[src/rtl/hyp_cordic_iter.sv]
// Iterative rotation-mode hyperbolic CORDIC: cosh(z), sinh(z) in Q2.14.
// Ports: iClk/iRst_n, iValid/oReady/iZ in, oValid/iReady/oCosh/oSinh out.
module hyp_cordic_iter #(
    parameter int DWIDTH = 16,
    parameter int FRAC   = 14,
    parameter int NITER  = 16
) (
    input  logic              iClk,
    input  logic              iRst_n,
    input  logic              iValid,
    output logic              oReady,
    input  logic [DWIDTH-1:0] iZ,
    output logic              oValid,
    input  logic              iReady,
    output logic [DWIDTH-1:0] oCosh,
    output logic [DWIDTH-1:0] oSinh
);

    localparam int IW = $clog2(NITER + 1);

    localparam logic [1:0] S_IDLE = 2'd0;
    localparam logic [1:0] S_ROT  = 2'd1;
    localparam logic [1:0] S_DONE = 2'd2;

    // 1/K_h for the repeat schedule {4,13}, pre-scaled so the result
    // comes out unity-gain
    localparam logic [DWIDTH-1:0] X0 = DWIDTH'(19784);

    // The atanh table is only valid for a Q2.14 angle format
    if (FRAC != 14) begin : g_bad_frac
        $error("hyp_cordic_iter: FRAC must be 14");
    end

    function automatic logic [DWIDTH-1:0] atanh_f(input logic [IW-1:0] i);
        int k;
        k = int'(i);
        case (k)
            1:       return DWIDTH'(9000);
            2:       return DWIDTH'(4185);
            3:       return DWIDTH'(2059);
            4:       return DWIDTH'(1025);
            5:       return DWIDTH'(512);
            6:       return DWIDTH'(256);
            default: begin
                if (k >= 7 && k <= 14) return DWIDTH'(1 << (14 - k));
                return '0;
            end
        endcase
    endfunction

    logic [1:0]               state_q, state_d;
    logic signed [DWIDTH-1:0] x_q, x_d;
    logic signed [DWIDTH-1:0] y_q, y_d;
    logic signed [DWIDTH-1:0] z_q, z_d;
    logic [IW-1:0]            i_q, i_d;
    logic                     rep_q, rep_d;

    logic signed [DWIDTH-1:0] xs, ys, at;
    logic                     neg;
    logic                     rep_pt;
    logic                     last;

    assign xs     = x_q >>> i_q;
    assign ys     = y_q >>> i_q;
    assign at     = atanh_f(i_q);
    assign neg    = z_q[DWIDTH-1];
    // First visit of a repeat index: do the step again with the same shift
    assign rep_pt = !rep_q && (i_q == IW'(4) || i_q == IW'(13));
    assign last   = (i_q == IW'(NITER)) && !rep_pt;

    always_comb begin
        state_d = state_q;
        x_d     = x_q;
        y_d     = y_q;
        z_d     = z_q;
        i_d     = i_q;
        rep_d   = rep_q;
        case (state_q)
            S_IDLE: begin
                if (iValid) begin
                    x_d     = X0;
                    y_d     = '0;
                    z_d     = iZ;
                    i_d     = IW'(1);
                    rep_d   = 1'b0;
                    state_d = S_ROT;
                end
            end
            S_ROT: begin
                if (neg) begin
                    x_d = x_q - ys;
                    y_d = y_q - xs;
                    z_d = z_q + at;
                end else begin
                    x_d = x_q + ys;
                    y_d = y_q + xs;
                    z_d = z_q - at;
                end
                if (rep_pt) begin
                    rep_d = 1'b1;
                end else begin
                    rep_d = 1'b0;
                    i_d   = i_q + IW'(1);
                end
                if (last) state_d = S_DONE;
            end
            S_DONE: begin
                if (iReady) state_d = S_IDLE;
            end
            default: state_d = S_IDLE;
        endcase
    end

    always_ff @(posedge iClk or negedge iRst_n) begin
        if (!iRst_n) begin
            state_q <= S_IDLE;
            x_q     <= '0;
            y_q     <= '0;
            z_q     <= '0;
            i_q     <= '0;
            rep_q   <= 1'b0;
        end else begin
            state_q <= state_d;
            x_q     <= x_d;
            y_q     <= y_d;
            z_q     <= z_d;
            i_q     <= i_d;
            rep_q   <= rep_d;
        end
    end

    assign oReady = (state_q == S_IDLE);
    assign oValid = (state_q == S_DONE);
    // x/y only move in ROT or on acceptance, so they are stable in DONE
    assign oCosh  = x_q;
    assign oSinh  = y_q;

endmodule

[config.mk]
export PLATFORM = sky130hd
export DESIGN_NAME = hyp_cordic_iter
export DESIGN_NICKNAME = d
export VERILOG_FILES = /design/src/rtl/hyp_cordic_iter.sv
export SDC_FILE = /design/constraint.sdc
export NUM_CORES = 1
export LEC_CHECK = 0
export BUFFER_PORTS_ARGS = -buffer_cell sky130_fd_sc_hd__buf_4
export CAP_MARGIN = 20
export CORE_UTILIZATION = 40
export CTS_CLUSTER_DIAMETER = 40
export CTS_CLUSTER_SIZE = 25
export DETAILED_ROUTE_END_ITERATION = 8
export PLACE_DENSITY_LB_ADDON = 0.15
export SLEW_MARGIN = 10
export SYNTH_ARGS = -nofsm -noshare
export SYNTH_HDL_FRONTEND = slang
export SYNTH_SLANG_ARGS = --single-unit
[constraint.sdc]
create_clock -name iClk -period 8.13 [get_ports iClk]
set_input_delay 0.4065 -clock iClk [delete_from_list [all_inputs] [get_ports iClk]]
set_output_delay 0.4065 -clock iClk [all_outputs]
set_load 0.03 [all_outputs]
==> summary.md, run 1 <==
| Metric | Value |
|---|---|
| Synth Warn # | `0` |
| Sequential share of the synthesized area | `0.185` |
| Vias in the first global route | `6670` |
| Post-synth EDFFs | `0` |
| CTS max path bufs | `2` |
| Final Hold Viols | `0` |
| Library cells used by synthesis | `79` |
| Tot GR Track Use | `0.231` |
| Ys async rst share | `1.00` |
| CTS Buf Count | `5` |
| Setup Fix Bufs, Post-CTS | `0` |
| Cell taking the most area after synthesis | `dfrtp_1` |
| Total Wirelength | `22.1 mm` |
| Dpl cell area | `8080 sq um` |
| Kind of end point of the critical path | `flop` |
| DR WL/cell | `18.8 um` |
| Cell Area, Synth | `7590 sq um` |
| Critical Path Start Type | `flop` |
| CTS H-tree lvls | `2` |
| RR Startpoint | `i_q[1]$_DFFE_PN0P_` |
| Setup TNS | `0 ns` |
| Final Max Tran Viols | `0` |
| Routed Antenna Nets | `0` |
| Worst reg2reg path depth | `20` |
| Final period util | `0.689` |
| Iteration-0 DRC Markers | `652` |
| Origin of the worst setup path | `i_q[1]$_DFFE_PN0P_` |
| # DRC | `0` |
| Die height | `140 um` |
| Final min period | `5.60 ns` |
| Top-count cell post-synth | `nand2_1` |
| Top-area cell type share of the netlist area | `0.185` |
| Clock sink count | `56` |
| Syn avg cell area | `8.14 sq um` |
| CTS tree | `done` |
| # port buffers | `53` |
| Area growth from synthesis to layout | `8.68%` |
| Largest net degree at the start of global routing | `57` |
| Nets@finish | `1024` |
| Ant. Diodes | `0` |
| First-pass GRT wire length | `35.8 mm` |
| Critical path type | `flop to flop` |
| Root buffer cell | `clkbuf_16` |
| Worst Tran Pin Value | `1.07 ns` |
| Final setup fails | `0` |
| Vias per Instance | `6.09` |
| Die Wd | `140 um` |
| Layout cells sized above 1 | `0.150` |
| Mapped Cells | `932` |
| Synth top cells by count | `nand2_1, nor2_1, o21ai_0` |
| Initial antenna violation count | `1` |
| Req. time, crit path | `8.34 ns` |
| Clk_lat worst skew | `0.32 ns` |
| Cts hold-fix bufs | `0` |
| Tightest Hold Check Type | `input port to asynchronous set/reset pin` |
| DIE AREA | `19500 sq um` |
| Total gr overflow | `0` |
| MaxCap Viol Count | `0` |
| Main synth FF type | `dfrtp_1` |
| Post-CTS Resized | `0` |
| Synthesized Nets | `1010` |
| Core ar. | `18300 sq um` |
| Clock-pin slew on the worst setup and hold paths | `0.08 ns` |
| Design Area, Final | `8240 sq um` |
| Worst path arrival time | `5.82 ns` |
| Final Skew | `0.00773 ns` |
| Status | `finished clean` |
| Dpl ws | `2.50 ns` |
| Synth area leaders | `dfrtp_1, mux4_2, ha_1` |
| Unrepaired setup endpoints after global routing | `no` |
| RD Place Congestion | `0.898` |
| Number of cell rows | `49` |
| Slew HR | `0.287` |
| Fin Hold WS | `0.167 ns` |
| Critical path peak fanout | `39` |
| Yosys reg bits | `56` |
| Worst Setup Slack, final | `2.53 ns` |
| Max Fclk | `0.179 GHz` |
| Initial Utilization | `0.415` |
| Vias | `7156` |
| Initial DRT Pass Iterations | `5` |
| I/O pin count | `54` |
| Dpl hpwl | `15.8 mm` |
-- critical path: stages, from the launching register on --
cell and delay [ns]:
dfrtp_2 0.93, inv_1 0.16, ha_1 0.29, mux2_1 0.30, a221oi_1 0.44, inv_1 0.08, o31a_1 0.35, ha_1 0.29
nor2_1 0.04, a21oi_1 0.24, ha_1 0.28, a21o_1 0.15, a21oi_1 0.22, nor2b_1 0.07, o21a_1 0.19, o41a_1 0.38
a221oi_1 0.39, o211ai_1 0.15, a31oi_1 0.21, xor2_1 0.08, a221oi_1 0.27
-- per-layer routing --
metal	vias to the layer above	routed length (um)	share of wire	global-route usage
met5	-	0	0	0
met4	0	498	0.022	0.0758
met3	31	1100	0.049	0.0258
met2	212	10500	0.48	0.384
met1	3436	10000	0.45	0.311
li1	3477	-	-	-
-- logic make-up (layout without fill, tap and decap cells) --
group | Yosys count | in the layout | share of synthesized area
AOI/OAI and AO/OA | 280 | 280 | 0.239
muxes | 71 | 71 | 0.155
DFF | 56 | 56 | 0.185
xor gates and xnor gates | 66 | 66 | 0.0772
and+or+nand+nor | 307 | 307 | 0.190
buffers and inverters | 94 | 109 | 0.0551
adders and majority gates | 58 | 58 | 0.0986
-- cell usage in the layout, fill, tap and decap left out, types with 19 or more instances in the layout --
cell type  count
inv_1         31
mux2i_1       22
nor3_1        22
xnor2_1       30
o21ai_0       67
dfrtp_1       53
xor2_1        35
buf_4         64
nor2_1        83
mux4_2        36
ha_1          55
a31oi_1       19
nand2_1      102
a21oi_1       60
nand3_1       24
-- metrics by stage --
step                      std cells  utilization
after floorplan                 932            -
after global placement         1167        0.442
after detailed placement       1168        0.442
after CTS                      1176        0.451
after global routing           1176        0.451
final                          1176        0.451
-- worst paths after layout --
kind | end | slack, ns
hold / removal | oSinh[5]$_DFFE_PN0P_ | 0.17
setup reg to reg | z_q[15]$_DFFE_PN0P_ | 2.53
setup / recovery | z_q[15]$_DFFE_PN0P_ | 2.53
min in group iClk | state_q[1]$_DFFE_PN0P_ | 0.34
hold reg to reg | z_q[2]$_DFFE_PN0P_ | 0.49
max in group asynchronous | i_q[1]$_DFFE_PN0P_ | 7.41
-- flip-flops by register name (all words and copies together) (netlist names) --
register / count
oCosh: 16
rep_q: 1
state_q: 2
i_q: 5
z_q: 16
oSinh: 16
-- cell type report --
| cell class | count | area [sq um] |
|---|---|---|
| Clock buffer | 6 | 129 |
| Clock inverter | 2 | 35.0 |
| Fill cell | 1859 | 10000 |
| Inverter | 36 | 135 |
| Multi-Input combinational cell | 782 | 5770 |
| Sequential cell | 56 | 1410 |
| Tap cell | 229 | 287 |
| Timing Repair Buffer | 65 | 484 |
Power of run 1 is left out: the tool's default activity adds up to more than one toggle a clock period on the data nets, which glitch-free logic cannot reach.
==> inputs of run 2 (changes only) <==
- ABC_AREA: unset -> 1
- clock period: 8.13 -> 5.17 ns (I/O delays scaled with it)
==> summary.md, run 2 <==
| Metric | Value |
|---|---|
| Status | `finished clean` |
| Critical path type | `flop to flop` |
| Largest net degree at the start of global routing | `57` |
| Origin of the worst setup path | `i_q[3]$_DFFE_PN0P_` |
| Final min period | `4.64 ns` |
| Nets@finish | `1306` |
| Max Fclk | `0.216 GHz` |
| Worst path arrival time | `4.87 ns` |
| Dpl hpwl | `16.8 mm` |
| Clock sink count | `56` |
| Ys async rst share | `1.00` |
| CP peak stage delay | `0.56 ns` |
| Total gr overflow | `0` |
| Synth top cells by count | `nand2_1, inv_1, nand3_1` |
| Number of cell rows | `48` |
| Post-synth EDFFs | `0` |
| Worst Tran Pin Value | `0.769 ns` |
| Initial Utilization | `0.415` |
| I/O pin count | `54` |
| Area growth from synthesis to layout | `9.61%` |
| Slowest-stage cell, CP | `dfrtp_1` |
| Final Hold Viols | `0` |
| RR Startpoint | `i_q[3]$_DFFE_PN0P_` |
| Setup Fix Bufs, Post-CTS | `0` |
| Final Max Tran Viols | `0` |
| MaxCap Viol Count | `0` |
| Total Wirelength | `21.8 mm` |
| Post-Synth Simple-Gate Area | `0.370` |
| CTS Buf Count | `5` |
| Sequential share of the synthesized area | `0.193` |
| Slew HR | `0.487` |
| FF/Latch Area | `1400 sq um` |
| Commonest non-fill, non-tap cell in the layout | `nand2_1` |
| Yosys reg bits | `56` |
| Ant. Diodes | `0` |
| Synth Warn # | `0` |
| CTS H-tree lvls | `2` |
| Vias | `7668` |
| CTS tree | `done` |
| Initial antenna violation count | `0` |
| # DRC | `0` |
| CP Cell Sequence | `nor2_4 -> nand3_2 -> nand2_2 -> nor2_2 -> and2_4 -> a21boi_2 -> ha_1 -> nand4_1 -> o31ai_1 -> xor2_1 -> inv_1 -> ha_1 -> nand2_1 -> o21ai_0 -> nand3_1 -> o21ai_0 -> xor2_1 -> nor2_1 -> o21ai_0` |
| Vias per Instance | `5.27` |
| Root buffer cell | `clkbuf_16` |
| Top-count cell post-synth | `nand2_1` |
| Synth Area in Adders | `0.103` |
| Core ar. | `17500 sq um` |
| Critical Path Most Common Cell | `o21ai_0` |
| Layout cells sized above 1 | `0.0985` |
| Worst flop-to-flop path endpoint | `z_q[11]$_DFFE_PN0P_` |
| Syn avg cell area | `6.08 sq um` |
| Unrepaired setup endpoints after global routing | `no` |
| Compound-gate portion of the synthesized area | `0.167` |
| Multi-input logic area | `5130 sq um` |
| First-pass GRT wire length | `36.1 mm` |
| Worst reg-to-reg setup slack | `0.53 ns` |
| Clk_lat worst skew | `0.32 ns` |
| Synth area leaders | `nand2_1, dfrtp_1, ha_1` |
| Top-area cell type share of the netlist area | `0.194` |
| Final Skew | `0.00445 ns` |
| Initial DRT Pass Iterations | `5` |
| Clock-pin slew on the worst setup and hold paths | `0.09 ns` |
| RD Place Congestion | `0.935` |
| Req. time, crit path | `5.41 ns` |
| Die height | `137 um` |
| Vias in the first global route | `7095` |
| # port buffers | `53` |
| Synthesized Nets | `1275` |
| Final period util | `0.897` |
| Iteration-0 DRC Markers | `479` |
| Routed Antenna Nets | `0` |
| CTS max path bufs | `2` |
| Cts hold-fix bufs | `0` |
| Multiplexer share of the synthesized area | `0` |
| Library cells used by synthesis | `51` |
| Main synth FF type | `dfrtp_1` |
| Kind of end point of the critical path | `flop` |
| Cell Area, Synth | `7280 sq um` |
| Mapped Cells | `1197` |
| Layout fillers | `1993` |
| Final setup fails | `0` |
| Die Wd | `137 um` |
| Cell taking the most area after synthesis | `nand2_1` |
| Critical Path Start Type | `flop` |
| Tightest Hold Check Type | `input port to asynchronous set/reset pin` |
| Worst reg2reg path depth | `19` |
| Tot GR Track Use | `0.245` |
| Post-CTS Resized | `0` |
| Critical path peak fanout | `17` |
| DR WL/cell | `15.0 um` |
| Most frequent cells in the layout | `nand2_1, inv_1, nand3_1, nor2_1, o21ai_0` |
| Main combinational cell family by area after synthesis | `simple AND/OR/NAND/NOR gates` |
| XOR/XNOR Fraction of Synth Area | `0.0650` |
| DIE AREA | `18700 sq um` |
| Setup TNS | `0 ns` |
[run 2: cell types whose count changed after synthesis, moves of 11 or more]
cell,before,now
mux2i_1,22,0
clkbuf_1,34,18
nand2_1,102,377
mux4_2,36,0
nand3_1,24,116
a31oi_1,19,4
inv_1,31,125
nor2b_1,13,0
o21ai_0,67,85
xnor2_1,30,14
nand2b_1,12,0
mux2_2,11,0
[run 2: worst max path at each step]
stage | end | cells after the start
6_report | z_q[11]$_DFFE_PN0P_ | 19
5_1_grt | z_q[12]$_DFFE_PN0P_ | 21
4_1_cts | z_q[11]$_DFFE_PN0P_ | 19
3_5_place_dp | z_q[12]$_DFFE_PN0P_ | 21
3_3_place_gp | z_q[12]$_DFFE_PN0P_ | 21
2_1_floorplan | z_q[12]$_DFFE_PN0P_ | 25
[run 2: kinds of logic (layout without fill, tap and decap cells)]
| kind of cell | Yosys count | after routing |
|---|---|---|
| adders and majority gates | 58 | 58 |
| buffers and inverters | 176 | 208 |
| DFF | 56 | 56 |
| xor gates and xnor gates | 54 | 54 |
| AOI/OAI and AO/OA | 215 | 215 |
| and+or+nand+nor | 638 | 638 |
[run 2: area by class of cell]
type,instances,share of cell area
clock inverters,3,0.00329
inverters,131,0.0623
multi-input cells,965,0.643
flip-flops and latches,56,0.176
clock buffers,5,0.0157
well taps,225,0.0353
repair buffers,69,0.0649
[run 2: worst max-delay path: cells and delay by family, from the launching register on]
family | cells | cell delay, ns
simple gates | 9 | 1.61
xor+xnor | 2 | 0.38
fa+ha+maj | 2 | 0.56
buf+inv | 1 | 0.07
flops | 1 | 0.56
compound gates | 5 | 1.38
[run 2: per-stage QoR]
| step | setup slack, ns | utilization | instance area [sq um] | cells | hold WS, ns |
|---|---|---|---|---|---|
| 3_3_place_gp | 0.708 | 0.446 | 7830 | 1446 | 0.386 |
| 4_1_cts | 0.589 | 0.455 | 7980 | 1454 | 0.0584 |
| 3_5_place_dp | 0.642 | 0.446 | 7830 | 1446 | 0.400 |
| 6_report | 0.534 | 0.455 | 7980 | 1454 | 0.0106 |
| 2_1_floorplan | 1.29 | - | 7280 | 1197 | -0.0371 |
| 5_1_grt | 0.0438 | 0.455 | 7980 | 1454 | 0.0801 |
[run 2: metal layers]
metal	part of all wire	vias to the layer above	track usage
met3	0.043	16	0.0333
met5	0	-	0
li1	-	3969	-
met1	0.51	3535	0.354
met2	0.44	148	0.387
met4	0.013	0	0.0507
Power of run 2 is left out for the same reason.
